`src/rtl/pistorm_pkg.sv`:
```
// Shared constants and the queued bus-operation payload for the Pi-side
// transaction queue.
package pistorm_pkg;

  localparam int unsigned ADDR_W  = 24;
  localparam int unsigned DATA_W  = 16;
  localparam int unsigned REGA_W  = 2;

  localparam logic [REGA_W-1:0] REG_DATA    = 2'd0;
  localparam logic [REGA_W-1:0] REG_ADDR_LO = 2'd1;
  localparam logic [REGA_W-1:0] REG_ADDR_HI = 2'd2;
  localparam logic [REGA_W-1:0] REG_STATUS  = 2'd3;

  localparam int unsigned STS_OVF  = 15;
  localparam int unsigned STS_RDV  = 14;
  localparam int unsigned STS_BUSY = 13;

  typedef struct packed {
    logic [ADDR_W-1:0] addr;
    logic [DATA_W-1:0] wdata;
    logic              rw;
    logic              uds_n;
    logic              lds_n;
  } txn_t;

  localparam int unsigned TXN_W = $bits(txn_t);

endpackage

```
`src/rtl/pistorm_txn_queue_if.sv`:
```
// Pi register port plus sequencer operation handshake of the transaction queue.
interface pistorm_txn_queue_if;
  import pistorm_pkg::*;

  logic              reg_wr;
  logic              reg_rd;
  logic [REGA_W-1:0] reg_a;
  logic [DATA_W-1:0] reg_wdata;

  logic              op_valid;
  logic              op_ready;
  logic [ADDR_W-1:0] op_addr;
  logic [DATA_W-1:0] op_wdata;
  logic              op_rw;
  logic              op_uds_n;
  logic              op_lds_n;
  logic              op_done;
  logic [DATA_W-1:0] op_rdata;

  logic [DATA_W-1:0] rd_data;
  logic              busy;
  logic [DATA_W-1:0] status_word;

  modport slave (
    input  reg_wr, reg_rd, reg_a, reg_wdata, op_ready, op_done, op_rdata,
    output op_valid, op_addr, op_wdata, op_rw, op_uds_n, op_lds_n,
           rd_data, busy, status_word
  );

  modport master (
    output reg_wr, reg_rd, reg_a, reg_wdata, op_ready, op_done, op_rdata,
    input  op_valid, op_addr, op_wdata, op_rw, op_uds_n, op_lds_n,
           rd_data, busy, status_word
  );

endinterface

```
`src/rtl/pistorm_sync_fifo.sv`:
```
// Single-clock FIFO with combinational head read and an occupancy count
// that distinguishes full from empty via one extra pointer bit.
module pistorm_sync_fifo #(
  parameter int unsigned DEPTH = 4,
  parameter int unsigned W     = 8,
  parameter int unsigned AW    = 2
) (
  input  logic          clk,
  input  logic          rst_n,
  input  logic          push,
  input  logic          pop,
  input  logic [W-1:0]  wdata,
  output logic [W-1:0]  rdata_c,
  output logic          full_c,
  output logic [AW:0]   count
);
  localparam int unsigned CW = AW + 1;

  logic [W-1:0]  mem [DEPTH];
  logic [CW-1:0] wr_ptr;
  logic [CW-1:0] rd_ptr;

  // Storage is not reset; only pointers and count define validity.
  always_ff @(posedge clk) begin
    if (push) mem[wr_ptr[AW-1:0]] <= wdata;
  end

  always_ff @(posedge clk or negedge rst_n) begin
    if (!rst_n) begin
      wr_ptr <= '0;
      rd_ptr <= '0;
      count  <= '0;
    end else begin
      if (push) wr_ptr <= wr_ptr + CW'(1);
      if (pop)  rd_ptr <= rd_ptr + CW'(1);
      count <= count + CW'(push) - CW'(pop);
    end
  end

  assign rdata_c = mem[rd_ptr[AW-1:0]];
  assign full_c  = (count == CW'(DEPTH));

endmodule

```
`src/rtl/pistorm_txn_queue.sv`:
```
// Pi-side transaction queue: assembles DATA/ADDR_LO/ADDR_HI register writes
// into 68k bus operations and issues them to the sequencer one at a time.
module pistorm_txn_queue
  import pistorm_pkg::*;
#(
  parameter int unsigned DEPTH = 4,
  parameter int unsigned PTR_W = 2
) (
  input  logic               PI_CLK,
  input  logic               PI_RST_n,
  pistorm_txn_queue_if.slave bus
);
  localparam int unsigned CNT_W = PTR_W + 1;

  logic [DATA_W-1:0] data_hold, data_hold_nxt;
  logic [DATA_W-1:0] addr_lo_hold, addr_lo_hold_nxt;
  logic [DATA_W-1:0] rd_data_q, rd_data_nxt;
  logic              rd_valid, rd_valid_nxt;
  logic              ovf, ovf_nxt;
  logic              outstanding, outstanding_nxt;
  logic              out_rw, out_rw_nxt;
  logic              op_valid_q, op_valid_nxt;
  logic              busy_q, busy_nxt;
  logic [CNT_W-1:0]  count_nxt;

  logic              wr_data, wr_addr_lo, wr_addr_hi, wr_status, rd_data_strobe;
  logic              pop, push_ok, full_c;
  logic [CNT_W-1:0]  count;
  logic [TXN_W-1:0]  head_bits;
  txn_t              push_txn, head;
  logic [DATA_W-1:0] status_c;

  assign wr_data        = bus.reg_wr && (bus.reg_a == REG_DATA);
  assign wr_addr_lo     = bus.reg_wr && (bus.reg_a == REG_ADDR_LO);
  assign wr_addr_hi     = bus.reg_wr && (bus.reg_a == REG_ADDR_HI);
  assign wr_status      = bus.reg_wr && (bus.reg_a == REG_STATUS);
  assign rd_data_strobe = bus.reg_rd && (bus.reg_a == REG_DATA);

  // A pop frees the slot in the same cycle, so a full queue still accepts.
  assign pop     = op_valid_q && bus.op_ready;
  assign push_ok = wr_addr_hi && (!full_c || pop);

  // Entry assembled from the ADDR_HI write and the held DATA/ADDR_LO values.
  always_comb begin
    push_txn       = '0;
    push_txn.addr  = {bus.reg_wdata[7:0], addr_lo_hold};
    push_txn.wdata = data_hold;
    push_txn.rw    = bus.reg_wdata[9];
    push_txn.uds_n = bus.reg_wdata[8] &  addr_lo_hold[0];
    push_txn.lds_n = bus.reg_wdata[8] & ~addr_lo_hold[0];
  end

  pistorm_sync_fifo #(
    .DEPTH (DEPTH),
    .W     (TXN_W),
    .AW    (PTR_W)
  ) u_fifo (
    .clk     (PI_CLK),
    .rst_n   (PI_RST_n),
    .push    (push_ok),
    .pop     (pop),
    .wdata   (push_txn),
    .rdata_c (head_bits),
    .full_c  (full_c),
    .count   (count)
  );

  assign head = txn_t'(head_bits);

  // Next-state for holds, completion tracking and status flags.
  always_comb begin
    data_hold_nxt    = data_hold;
    addr_lo_hold_nxt = addr_lo_hold;
    rd_data_nxt      = rd_data_q;
    rd_valid_nxt     = rd_valid;
    ovf_nxt          = ovf;
    outstanding_nxt  = outstanding;
    out_rw_nxt       = out_rw;

    if (wr_data)    data_hold_nxt    = bus.reg_wdata;
    if (wr_addr_lo) addr_lo_hold_nxt = bus.reg_wdata;

    // Clear first so a completing read in the same cycle wins.
    if (rd_data_strobe) rd_valid_nxt = 1'b0;
    if (bus.op_done && outstanding) begin
      outstanding_nxt = 1'b0;
      if (out_rw) begin
        rd_valid_nxt = 1'b1;
        rd_data_nxt  = bus.op_rdata;
      end
    end
    if (pop) begin
      outstanding_nxt = 1'b1;
      out_rw_nxt      = head.rw;
    end

    // Overflow set takes priority over a software clear.
    if (wr_status && bus.reg_wdata[STS_OVF]) ovf_nxt = 1'b0;
    if (wr_addr_hi && !push_ok)              ovf_nxt = 1'b1;

    count_nxt    = count + CNT_W'(push_ok) - CNT_W'(pop);
    op_valid_nxt = (count_nxt != '0) && !outstanding_nxt;
    busy_nxt     = (count_nxt != '0) || outstanding_nxt;
  end

  always_ff @(posedge PI_CLK or negedge PI_RST_n) begin
    if (!PI_RST_n) begin
      data_hold    <= '0;
      addr_lo_hold <= '0;
      rd_data_q    <= '0;
      rd_valid     <= 1'b0;
      ovf          <= 1'b0;
      outstanding  <= 1'b0;
      out_rw       <= 1'b0;
      op_valid_q   <= 1'b0;
      busy_q       <= 1'b0;
    end else begin
      data_hold    <= data_hold_nxt;
      addr_lo_hold <= addr_lo_hold_nxt;
      rd_data_q    <= rd_data_nxt;
      rd_valid     <= rd_valid_nxt;
      ovf          <= ovf_nxt;
      outstanding  <= outstanding_nxt;
      out_rw       <= out_rw_nxt;
      op_valid_q   <= op_valid_nxt;
      busy_q       <= busy_nxt;
    end
  end

  always_comb begin
    status_c           = '0;
    status_c[STS_OVF]  = ovf;
    status_c[STS_RDV]  = rd_valid;
    status_c[STS_BUSY] = busy_q;
    status_c[4:0]      = 5'(count);
  end

  assign bus.op_valid    = op_valid_q;
  assign bus.op_addr     = head.addr;
  assign bus.op_wdata    = head.wdata;
  assign bus.op_rw       = head.rw;
  assign bus.op_uds_n    = head.uds_n;
  assign bus.op_lds_n    = head.lds_n;
  assign bus.rd_data     = rd_data_q;
  assign bus.busy        = busy_q;
  assign bus.status_word = status_c;

endmodule

```
`src/flat_wrapper.sv`:
```
// flat-port wrapper written by rule: the top's interface ports become plain ports
module pistorm_txn_queue_flat import pistorm_pkg::*;
#(
  parameter int unsigned DEPTH = 4,
  parameter int unsigned PTR_W = 2
)
  (PI_CLK, PI_RST_n, bus_reg_wr, bus_reg_rd, bus_reg_a, bus_reg_wdata, bus_op_ready, bus_op_done, bus_op_rdata, bus_op_valid, bus_op_addr, bus_op_wdata, bus_op_rw, bus_op_uds_n, bus_op_lds_n, bus_rd_data, bus_busy, bus_status_word);
  pistorm_txn_queue_if bus_i ();
  input  logic PI_CLK;
  input  logic PI_RST_n;
  input wire logic [$bits(bus_i.reg_wr)-1:0] bus_reg_wr;
  input wire logic [$bits(bus_i.reg_rd)-1:0] bus_reg_rd;
  input wire logic [$bits(bus_i.reg_a)-1:0] bus_reg_a;
  input wire logic [$bits(bus_i.reg_wdata)-1:0] bus_reg_wdata;
  input wire logic [$bits(bus_i.op_ready)-1:0] bus_op_ready;
  input wire logic [$bits(bus_i.op_done)-1:0] bus_op_done;
  input wire logic [$bits(bus_i.op_rdata)-1:0] bus_op_rdata;
  output wire logic [$bits(bus_i.op_valid)-1:0] bus_op_valid;
  output wire logic [$bits(bus_i.op_addr)-1:0] bus_op_addr;
  output wire logic [$bits(bus_i.op_wdata)-1:0] bus_op_wdata;
  output wire logic [$bits(bus_i.op_rw)-1:0] bus_op_rw;
  output wire logic [$bits(bus_i.op_uds_n)-1:0] bus_op_uds_n;
  output wire logic [$bits(bus_i.op_lds_n)-1:0] bus_op_lds_n;
  output wire logic [$bits(bus_i.rd_data)-1:0] bus_rd_data;
  output wire logic [$bits(bus_i.busy)-1:0] bus_busy;
  output wire logic [$bits(bus_i.status_word)-1:0] bus_status_word;
  assign bus_i.reg_wr = bus_reg_wr;
  assign bus_i.reg_rd = bus_reg_rd;
  assign bus_i.reg_a = bus_reg_a;
  assign bus_i.reg_wdata = bus_reg_wdata;
  assign bus_i.op_ready = bus_op_ready;
  assign bus_i.op_done = bus_op_done;
  assign bus_i.op_rdata = bus_op_rdata;
  assign bus_op_valid = bus_i.op_valid;
  assign bus_op_addr = bus_i.op_addr;
  assign bus_op_wdata = bus_i.op_wdata;
  assign bus_op_rw = bus_i.op_rw;
  assign bus_op_uds_n = bus_i.op_uds_n;
  assign bus_op_lds_n = bus_i.op_lds_n;
  assign bus_rd_data = bus_i.rd_data;
  assign bus_busy = bus_i.busy;
  assign bus_status_word = bus_i.status_word;
  pistorm_txn_queue #(.DEPTH(DEPTH), .PTR_W(PTR_W)) u_core (.PI_CLK(PI_CLK), .PI_RST_n(PI_RST_n), .bus(bus_i));
endmodule
```
`config.mk`:
```
export PLATFORM = sky130hd
export DESIGN_NAME = pistorm_txn_queue_flat
export DESIGN_NICKNAME = d
export VERILOG_FILES = /design/src/rtl/pistorm_pkg.sv /design/src/rtl/pistorm_txn_queue_if.sv /design/src/rtl/pistorm_sync_fifo.sv /design/src/rtl/pistorm_txn_queue.sv /design/src/flat_wrapper.sv
export SDC_FILE = /design/constraint.sdc
export NUM_CORES = 1
export LEC_CHECK = 0
export CORE_ASPECT_RATIO = 1.4
export CORE_MARGIN = 2
export CORE_UTILIZATION = 49
export DETAILED_ROUTE_END_ITERATION = 8
export GPL_ROUTABILITY_DRIVEN = 0
export PLACE_DENSITY = 0.85
export SYNTH_ARGS = -nofsm -noshare
export SYNTH_HDL_FRONTEND = slang
export SYNTH_SLANG_ARGS = --single-unit
```
`constraint.sdc`:
```
create_clock -name PI_CLK -period 2.3 [get_ports PI_CLK]
set_input_delay 0.46 -clock PI_CLK [delete_from_list [all_inputs] [get_ports PI_CLK]]
set_output_delay 0.46 -clock PI_CLK [all_outputs]
set_load 0.01 [all_outputs]
```
==> metrics.yaml, run 1 <==
die:
  initial_core_util_pct: 50.1
  ios: 117
  dieArea_um2: 19000
  rows: 57
  coreArea_um2: 17500
  die_w_um: 117
  fp.dieH_um: 162
clock_network:
  cts_tree: "done"
  cts_buffers: 21
  root_buffer: "clkbuf_16"
  cts_sinks: 233
  clk_latency_ps: 500
  clkTransAtPathRegs_ps: 60
  htree_num_levels: 1
  clk_path_buf_depth: 3
critical_path:
  cp.arrival_ps: 1950
  criticalPathCategory: "flip-flop to output port"
  crit_fanout: 8
  reg2reg_slack_ps: 110
  endpoint_kind: "output port"
  cp_data_required_time_ps: 1840
  start_kind: "flip-flop"
global_route:
  grt_pass1_wl_mm: 25.9
  grt-ovfl-total: 0
  grt_util_all_layers_pct: 18.2
  antenna_found_initial: 0
  grt_max_degree: 32
  grt_pass1_vias: 4689
cells_and_area:
  syn_to_final_growth_pct: 28.0
  num_antenna_cells: 0
  final_cells: 802
  layout_commonest_cell: "edfxtp_1"
  final_cell_mix: "edfxtp_1, clkdlybuf4s50_1, dfrtp_1, mux2_2, mux4_2"
  finish.instance_area_um2: 11200
  layout.nets: 598
  fin_util_pct: 64.2
  drive_above_1_share_pct: 39.4
synth:
  synthArstFlopShare_pct: 26.2
  synth_top_cell_area_share_pct: 59.0
  ys_seq_elements: 233
  syn_avg_cell_area_um2: 22.0
  syn_area_um2: 8760
  synth-seq-area-share_pct: 76.4
  yosysWarningCount: 0
  yosysUniqueCellTypes: 28
  synth_top_cells_by_area: "edfxtp_1, dfrtp_1, mux4_2"
  synth_edf_count: 172
  yosys.area.top_type: "edfxtp_1"
  ys.flop_type: "edfxtp_1"
  synth_cells: 398
routing:
  drt-total-wl_mm: 16.7
  drc: 0
  vias: 4229
  via_per_inst: 5.27
  post_drt_wl_per_cell_um: 20.9
  ant_nets: 0
  drt_pass1_iterations: 4
  drtIter0Drc: 208
sta:
  setup_viol: 36
  slew_headroom_pct: 58.4
  final_hold_viol_count: 0
  slew_viol_final: 0
  fin_skew_ps: 19.0
  setup_ws_ps: -114
  max_freq_ghz: 0.414
  worst_pin_slew_ps: 623
  rsz0062_at_grt: "yes"
  fin_crit_ps: 2410
  fin_crit_sh_pct: 105
hold_path:
  min_path_type: "primary input to flip-flop"
power_and_ir_drop:
  p_int_w: 0.00971
  power_density_nw_per_um2: 1190
  pwr-share-comb_pct: 32.6
  power_leakage_nw: 4.09
  switching_power_w: 0.00361
  p_sw_share_pct: 27.1
  p_clk_share_pct: 25.1
  p_seq_share_pct: 42.3
  ir_worst_vdd_uv: 847
placement:
  place_area_um2: 10300
  port_buffers: 106
  preCtsSetupSlack_ps: -507
  hpwlAfterDp_mm: 10.6
  dp.cells: 749
run_status:
  status: "complete, but fails checks"
  violations: "setup timing"
flow_run:
  cap_violations: 0
## state kept, by name, summed over array words and instances, names as in the netlist, 2 cells and up
register	cells
u_core.bus.rd_data	16
u_core.u_fifo.wr_ptr	2
u_core.u_fifo.rd_ptr	2
u_core.u_fifo.count	3
u_core.u_fifo.mem	172
u_core.addr_lo_hold	16
u_core.data_hold	16
## stage by stage
stage	hold slack (ps)	power, W	TNS, ps
2_1_floorplan	164	0.00765	0
3_3_place_gp	478	0.00954	-962
3_5_place_dp	497	0.00970	-1350
4_1_cts	510	0.0135	-4340
5_1_grt	299	0.0139	-4480
6_report	303	0.0133	-2020
## routing by layer
layer	global-route usage [%]	routed length [µm]	part of all wire (%)	up-vias
met5	0	0	0	-
met4	5.19	354	2.1	0
met3	3.51	941	5.6	25
met2	32.6	9130	55	148
met1	22.3	6290	38	2194
li1	-	-	-	1862
## cells in the mapped netlist (all sizes together) (3+ instances only)
master and instances:
edfxtp 172, inv 10, nor3b 3, mux2 50, ha 6, mux4 43
nand3 3, and2 5, dfrtp 61, o21ai 4, xnor2 3, buf 26
## worst paths after layout
kind / cells past startpoint / end / startpoint
hold / removal: 3 / u_core.u_fifo.rd_ptr[1] / bus_op_ready
setup / recovery: 4 / bus_op_addr[2] / u_core.u_fifo.rd_ptr[0]
min in group asynchronous: 2 / u_core.u_fifo.wr_ptr[1] / PI_RST_n
hold reg to reg: 1 / u_core.bus.rd_data[15] / u_core.bus.rd_data[15]
setup reg to reg: 10 / u_core.bus.op_valid / u_core.u_fifo.count[2]
max in group asynchronous: 3 / u_core.u_fifo.rd_ptr[1] / PI_RST_n
## kinds of logic (layout without fill, tap and decap cells)
group	count (synthesis)	in the layout	synth area share, %
other	1	10	0.0428
adder cells (fa/ha/maj)	7	7	1.09
XOR/XNOR	4	4	0.557
AND/OR/NAND/NOR	19	19	1.51
multiplexers	93	93	17.5
AO/OA/AOI/OAI	5	5	0.329
flip-flops	233	233	76.4
buffers and inverters	36	195	2.60
## what timing repair did
action,4_1_cts,5_1_grt
hold buffers,1,0
endpoints found under the hold margin,15,0
setup buffers,12,3
gates resized for setup,211,20
cloned,3,0
pin swaps,0,5
setup endpoints to repair,44,45
## worst max-delay path, cell delays in order, from the launching register on
cell     delay [ps]
dfrtp_4         500
buf_12          150
buf_12          140
mux4_2          530
buf_6           140
## cell type report
type | count | area, µm²
flip-flops and latches | 233 | 6700
fillers | 1148 | 6260
multi-input cells | 138 | 1910
repair buffers | 147 | 1610
clock buffers | 24 | 537
well taps | 236 | 295
clock inverters | 14 | 125
inverters | 10 | 37.5
## power groups by stage
stage	Combinational (W)	Sequential [W]	Clock, W
2_1_floorplan	0.00206	0.00559	0
5_1_grt	0.00466	0.00570	0.00357
3_5_place_dp	0.00402	0.00568	0
3_3_place_gp	0.00393	0.00561	0
4_1_cts	0.00446	0.00561	0.00340
6_report	0.00435	0.00563	0.00334
No activity file was read; power rests on OpenSTA's default activity.
==> run 2, diff against run 1 <==
Settings changed: PLACE_DENSITY 0.85 to 0.81, REMOVE_ABC_BUFFERS set to 1.
==> run 2 against run 1 <==
  * The run still ends with setup timing left
  * Wire length fell by 1.6%
  * Sequential power fell by 0.7%
  * Non-clock buffer count did not move
  * Via count barely moved
  * Fmax rose by 0.85%
  * Critical path depth did not move
  * Register-to-register slack got worse by 50 ps
  * Largest cell class unchanged
  * Highest routed layer unchanged
==> metrics.yaml, run 2 (synthesized netlist as in run 1, its figures left out) <==
run_status:
  status: "complete, but fails checks"
  violations: "setup timing"
cells_and_area:
  drive_above_1_share_pct: 39.3  # -0.14 points
  fin_util_pct: 64.6  # +0.43 points
  largest_reg_flops: 172  # unchanged
  finish.instance_area_um2: 11300  # +0.67%
  final_cells: 804  # +0.25%
  layout_commonest_cell: "edfxtp_1"
  layout.nets: 599  # +0.17%
  num_antenna_cells: 0  # unchanged
  final_cell_mix: "edfxtp_1, clkdlybuf4s50_1, dfrtp_1, mux2_2, mux4_2"
  syn_to_final_growth_pct: 28.9
global_route:
  grt_util_all_layers_pct: 18.1  # -0.14 points
  antenna_found_initial: 0  # unchanged
  grt-ovfl-total: 0  # unchanged
  grt-busiest-layer: "met2"
  use_met3_pct: 3.10  # -0.41 points
  grt_max_degree: 37  # +16%
  grt_pass1_wl_mm: 26.0  # +0.37%
  met1_usage_pct: 23.7  # +1.4 points
  grt_pass1_vias: 4673  # -0.34%
  met2_usage_pct: 31.0  # -1.6 points
power_and_ir_drop:
  total_power_w: 0.0136  # +2.2%
  power_density_nw_per_um2: 1210  # +1.6%
  p_seq_share_pct: 41.0  # -1.3 points
  pwr-share-comb_pct: 32.7  # about the same
  power_leakage_nw: 4.12  # +0.86%
  ir_worst_vdd_uv: 875  # +3.3%
  p_clk_share_pct: 26.3  # +1.2 points
  p_int_w: 0.0100  # +3.0%
  p_sw_share_pct: 26.6  # -0.54 points
  switching_power_w: 0.00362  # +0.19%
routing:
  ant_nets: 0  # unchanged
  via_per_inst: 5.25  # -0.34%
  post_drt_wl_per_cell_um: 20.5  # -1.8%
  drc: 0  # unchanged
  vias: 4225  # -0.095%
  drt_pass1_iterations: 4  # unchanged
  drt-total-wl_mm: 16.5  # -1.6%
  drtIter0Drc: 231  # +11%
sta:
  fin_skew_ps: 8.01  # -11.0 ps
  rsz0062_at_grt: "yes"
  fin_crit_ps: 2390  # -20.3 ps
  worst_pin_slew_ps: 738  # +115 ps
  slew_headroom_pct: 50.8  # -7.7 points
  slew_viol_final: 0  # unchanged
  setup_ws_ps: -94.1  # +20.3 ps
  final_hold_viol_count: 0  # unchanged
  max_freq_ghz: 0.418  # +0.85%
  setup_viol: 38  # +5.6%
  fin_crit_sh_pct: 104  # -0.88 points
die:
  rows: 57  # unchanged
  die_w_um: 117  # unchanged
  fp.dieH_um: 162  # unchanged
  initial_core_util_pct: 50.1  # unchanged
  dieArea_um2: 19000  # unchanged
  ios: 117  # unchanged
  coreArea_um2: 17500  # unchanged
clock_network:
  ctsHoldBuffers: 0  # -1
  cts_buffers: 22  # +4.8%
  clk_latency_ps: 490  # about the same
  clk_path_buf_depth: 3  # unchanged
  root_buffer: "clkbuf_16"
  cts_sinks: 233  # unchanged
  cts_tree: "done"
  htree_num_levels: 1  # unchanged
  clkTransAtPathRegs_ps: 60  # about the same
placement:
  port_buffers: 106  # unchanged
  place_area_um2: 10300  # -0.24%
  hpwlAfterDp_mm: 9.78  # -7.7%
  preCtsSetupSlack_ps: -515  # -7.69 ps
  dp.cells: 744  # -0.67%
critical_path:
  cp.buffers_inverters: 3  # unchanged
  crit_fanout: 5  # -3
  critPathMaxStageDelay_ps: 550  # +20 ps
  start_kind: "flip-flop"
  cp.arrival_ps: 1930  # -20 ps
  crit_path_frequent_cell: "buf_6"
  cp_slowest_cell: "mux4_2"
  endpoint_kind: "output port"
  critPathTopFamily: "multiplexers"
  crit_chain: "buf_6 -> buf_12 -> mux4_2 -> buf_6"
  cp_data_required_time_ps: 1840  # about the same
  reg2reg_slack_ps: 60  # -50 ps
  criticalPathCategory: "flip-flop to output port"
hold_path:
  min_path_type: "primary input to asynchronous set/reset pin"
flow_run:
  cap_violations: 0  # unchanged
## run 2: routing by layer
layer / vias up / wire [µm]
met2: 128 / 8720
li1: 1862 / -
met5: - / 0
met1: 2204 / 6490
met4: 0 / 393
met3: 31 / 853
## run 2: what timing repair did
item                                    4_1_cts  5_1_grt
pin swaps                                     0        5
gates resized for setup                     209       23
cloned                                        3        0
setup buffers                                13        7
endpoints found under the setup margin       45       42
## run 2: final timing paths
kind | depth (start not counted) | from | endpoint
setup / recovery | 4 | u_core.u_fifo.rd_ptr[0] | bus_op_wdata[1]
hold / removal | 1 | PI_RST_n | u_core.addr_lo_hold[10]
setup reg to reg | 10 | u_core.u_fifo.count[2] | u_core.bus.op_valid
hold reg to reg | 1 | u_core.bus.rd_data[11] | u_core.bus.rd_data[11]
max in group asynchronous | 2 | PI_RST_n | u_core.u_fifo.rd_ptr[0]
min in group PI_CLK | 3 | bus_reg_wr | u_core.ovf
## run 2: worst reg2reg max path, delay by kind of cell (launching register included)
kind / cells / cell delay, ps
flip-flops: 1 / 400
adder cells (fa/ha/maj): 3 / 790
XOR/XNOR: 1 / 230
AO/OA/AOI/OAI: 1 / 150
buffers and inverters: 2 / 100
AND/OR/NAND/NOR: 3 / 440
## run 2: final cells by class
cell class	count	area [µm²]
clock buffers	31	626
fillers	1130	6180
clock inverters	9	97.6
flip-flops and latches	233	6700
multi-input cells	138	1900
well taps	236	295
repair buffers	147	1640
inverters	10	37.5
## run 2: power by group through the flow
stage          registers [W]  clock network, W  logic, W
3_5_place_dp         0.00565                 0   0.00400
3_3_place_gp         0.00559                 0   0.00392
5_1_grt              0.00566           0.00379   0.00476
6_report             0.00559           0.00358   0.00445
4_1_cts              0.00558           0.00364   0.00435
2_1_floorplan        0.00588                 0   0.00166
## run 2: through the flow
stage | hold WS, ps | setup TNS (ps)
after floorplan | 164 | -36250
after global placement | 477 | -865
after detailed placement | 494 | -1300
after CTS | 62.0 | -2570
after global routing | 86.8 | -3740
final | 26.2 | -1760
==> run 3, diff against run 2 <==
Settings changed: CAP_MARGIN set to 20, REMOVE_ABC_BUFFERS 1 to not set, TNS_END_PERCENT set to 30.
==> run 3 against run 2 <==
  * The run still ends with setup timing left
  * First-iteration DRC count decreased by 3.9%
  * Sequential share of layout area increased by 0.81 points
  * Via count decreased by 0.80%
  * Cell count decreased by 1.4%
  * Final area decreased by 1.3%
  * Sequential power about the same
  * Power decreased by 2.1%
  * Critical path type unchanged
  * Non-clock buffer count decreased by 8
  * Combinational power decreased by 4.7%
  * Global-route usage increased by 0.21 points
  * Worst hold slack improved by 8.2 ps
==> metrics.yaml, run 3 (synthesized netlist as in run 1, its figures left out) <==
routing:
  via_per_inst: 5.28  # +0.57%
  post_drt_wl_per_cell_um: 21.2  # +3.5%
  vias: 4191  # -0.80%
  drc: 0  # unchanged
  ant_nets: 0  # unchanged
  drt-total-wl_mm: 16.8  # +2.1%
  drt_pass1_iterations: 4  # unchanged
  drtIter0Drc: 222  # -3.9%
die:
  fp.dieH_um: 162  # unchanged
  ios: 117  # unchanged
  rows: 57  # unchanged
  die_w_um: 117  # unchanged
  initial_core_util_pct: 50.1  # unchanged
  coreArea_um2: 17500  # unchanged
  dieArea_um2: 19000  # unchanged
power_and_ir_drop:
  ir_worst_vdd_uv: 970  # +11%
  power_leakage_nw: 4.04  # -2.0%
  p_sw_share_pct: 26.1  # -0.43 points
  p_int_w: 0.00985  # -1.5%
  power_density_nw_per_um2: 1200  # -0.74%
  pwr-share-comb_pct: 31.8  # -0.9 points
  p_clk_share_pct: 26.5  # +0.2 points
  total_power_w: 0.0133  # -2.1%
  p_seq_share_pct: 41.7  # +0.7 points
  switching_power_w: 0.00349  # -3.7%
sta:
  fin_skew_ps: 9.48  # +1.48 ps
  max_freq_ghz: 0.422  # +0.95%
  final_hold_viol_count: 0  # unchanged
  worst_pin_slew_ps: 715  # -23.2 ps
  slew_headroom_pct: 52.3  # +1.5 points
  rsz0062_at_grt: "yes"
  setup_viol: 32  # -16%
  slew_viol_final: 0  # unchanged
  fin_crit_sh_pct: 103  # -0.98 points
  fin_crit_ps: 2370  # -22.5 ps
  setup_ws_ps: -71.6  # +22.5 ps
  hold-worst-slack_ps: 34.3  # +8.20 ps
cells_and_area:
  fill_cells: 1140  # +0.88%
  finish.instance_area_um2: 11100  # -1.3%
  largest_reg_flops: 172  # unchanged
  syn_to_final_growth_pct: 27.2
  seqCellArea_um2: 6700  # unchanged
  multi_input_area_um2: 1890  # -0.33%
  final_cell_mix: "edfxtp_1, clkdlybuf4s50_1, dfrtp_1, mux2_2, mux4_2"
  drive_above_1_share_pct: 38.2  # -1.0 points
  layout.nets: 590  # -1.5%
  num_antenna_cells: 0  # unchanged
  fin_util_pct: 63.8  # -0.87 points
  layout_commonest_cell: "edfxtp_1"
global_route:
  grt_max_degree: 34  # -8.1%
  grt_pass1_wl_mm: 25.8  # -0.53%
  antenna_found_initial: 0  # unchanged
  grt_pass1_vias: 4616  # -1.2%
  grt_util_all_layers_pct: 18.3  # +0.21 points
  grt-ovfl-total: 0  # unchanged
clock_network:
  cts_buffers: 21  # -4.5%
  cts_sinks: 233  # unchanged
  clkTransAtPathRegs_ps: 60  # about the same
  clk_latency_ps: 480  # about the same
  clk_path_buf_depth: 3  # unchanged
  htree_num_levels: 1  # unchanged
  cts_tree: "done"
  root_buffer: "clkbuf_16"
critical_path:
  crit_path_frequent_cell: "buf_12"
  cp_data_required_time_ps: 1840  # about the same
  rr_worst_depth: 10  # unchanged
  cp_slowest_cell: "mux4_2"
  criticalPathCategory: "flip-flop to output port"
  start_kind: "flip-flop"
  crit_chain: "buf_12 -> buf_12 -> mux4_2 -> buf_6"
  crit_fanout: 8  # +3
  endpoint_kind: "output port"
  cp.arrival_ps: 1910  # -20 ps
  critPathMaxStageDelay_ps: 530  # -20 ps
run_status:
  violations: "setup timing"
  status: "complete, but fails checks"
hold_path:
  min_path_type: "primary input to asynchronous set/reset pin"
placement:
  port_buffers: 106  # unchanged
  preCtsSetupSlack_ps: -485  # +29.1 ps
  hpwlAfterDp_mm: 10.5  # +7.5%
  place_area_um2: 10300  # -0.15%
flow_run:
  cap_violations: 0  # unchanged
[run 3: path summary, 6_finish.rpt]
check	from	to	slack, ps
worst min-delay path	PI_RST_n	u_core.bus.rd_data[2]	30
worst min register to register	u_core.bus.rd_data[14]	u_core.bus.rd_data[14]	500
worst max register to register	u_core.u_fifo.count[2]	u_core.bus.busy	150
worst max-delay path	u_core.u_fifo.rd_ptr[0]	bus_op_addr[6]	-70
max in group asynchronous	PI_RST_n	u_core.data_hold[8]	1630
min in group PI_CLK	bus_reg_a[0]	u_core.ovf	490
[run 3: what timing repair did]
item	CTS	global route
setup endpoints to repair	43	44
buffers inserted	7	2
hold buffers	0	0
gates resized for setup	206	13
pin swaps	0	2
gates cloned	2	0
[run 3: power groups by stage]
stage	Sequential [W]	Clock, W	Combinational, W
after floorplan	0.00559	0	0.00206
after global placement	0.00558	0	0.00393
after detailed placement	0.00564	0	0.00401
after CTS	0.00555	0.00361	0.00430
after global routing	0.00563	0.00377	0.00452
final	0.00557	0.00353	0.00424
[run 3: stage by stage]
stage	instances	setup TNS (ps)
2_1_floorplan	407	-3300
3_3_place_gp	747	-1050
3_5_place_dp	747	-1190
4_1_cts	793	-2330
5_1_grt	793	-3030
6_report	793	-1300
[run 3: area by class of cell]
cell class	instances	share of cell area, %
Clock buffer	29	5.08
Clock inverter	8	1.27
Inverter	10	0.337
Multi-Input combinational cell	138	17.0
Sequential cell	233	60.1
Tap cell	236	2.65
Timing Repair Buffer	139	13.5
[run 3: per-layer routing]
layer	up-vias	routed length (µm)	GRT usage [%]
met5	-	0	0
met4	0	355	4.12
met3	23	1130	3.77
met2	157	9170	32.7
met1	2177	6140	22.8
li1	1834	-	-
[run 3: critical path, delay by kind of cell (launching register included)]
family	cells	cell delay, ps
flops	1	490
buf+inv	3	420
mux	1	530
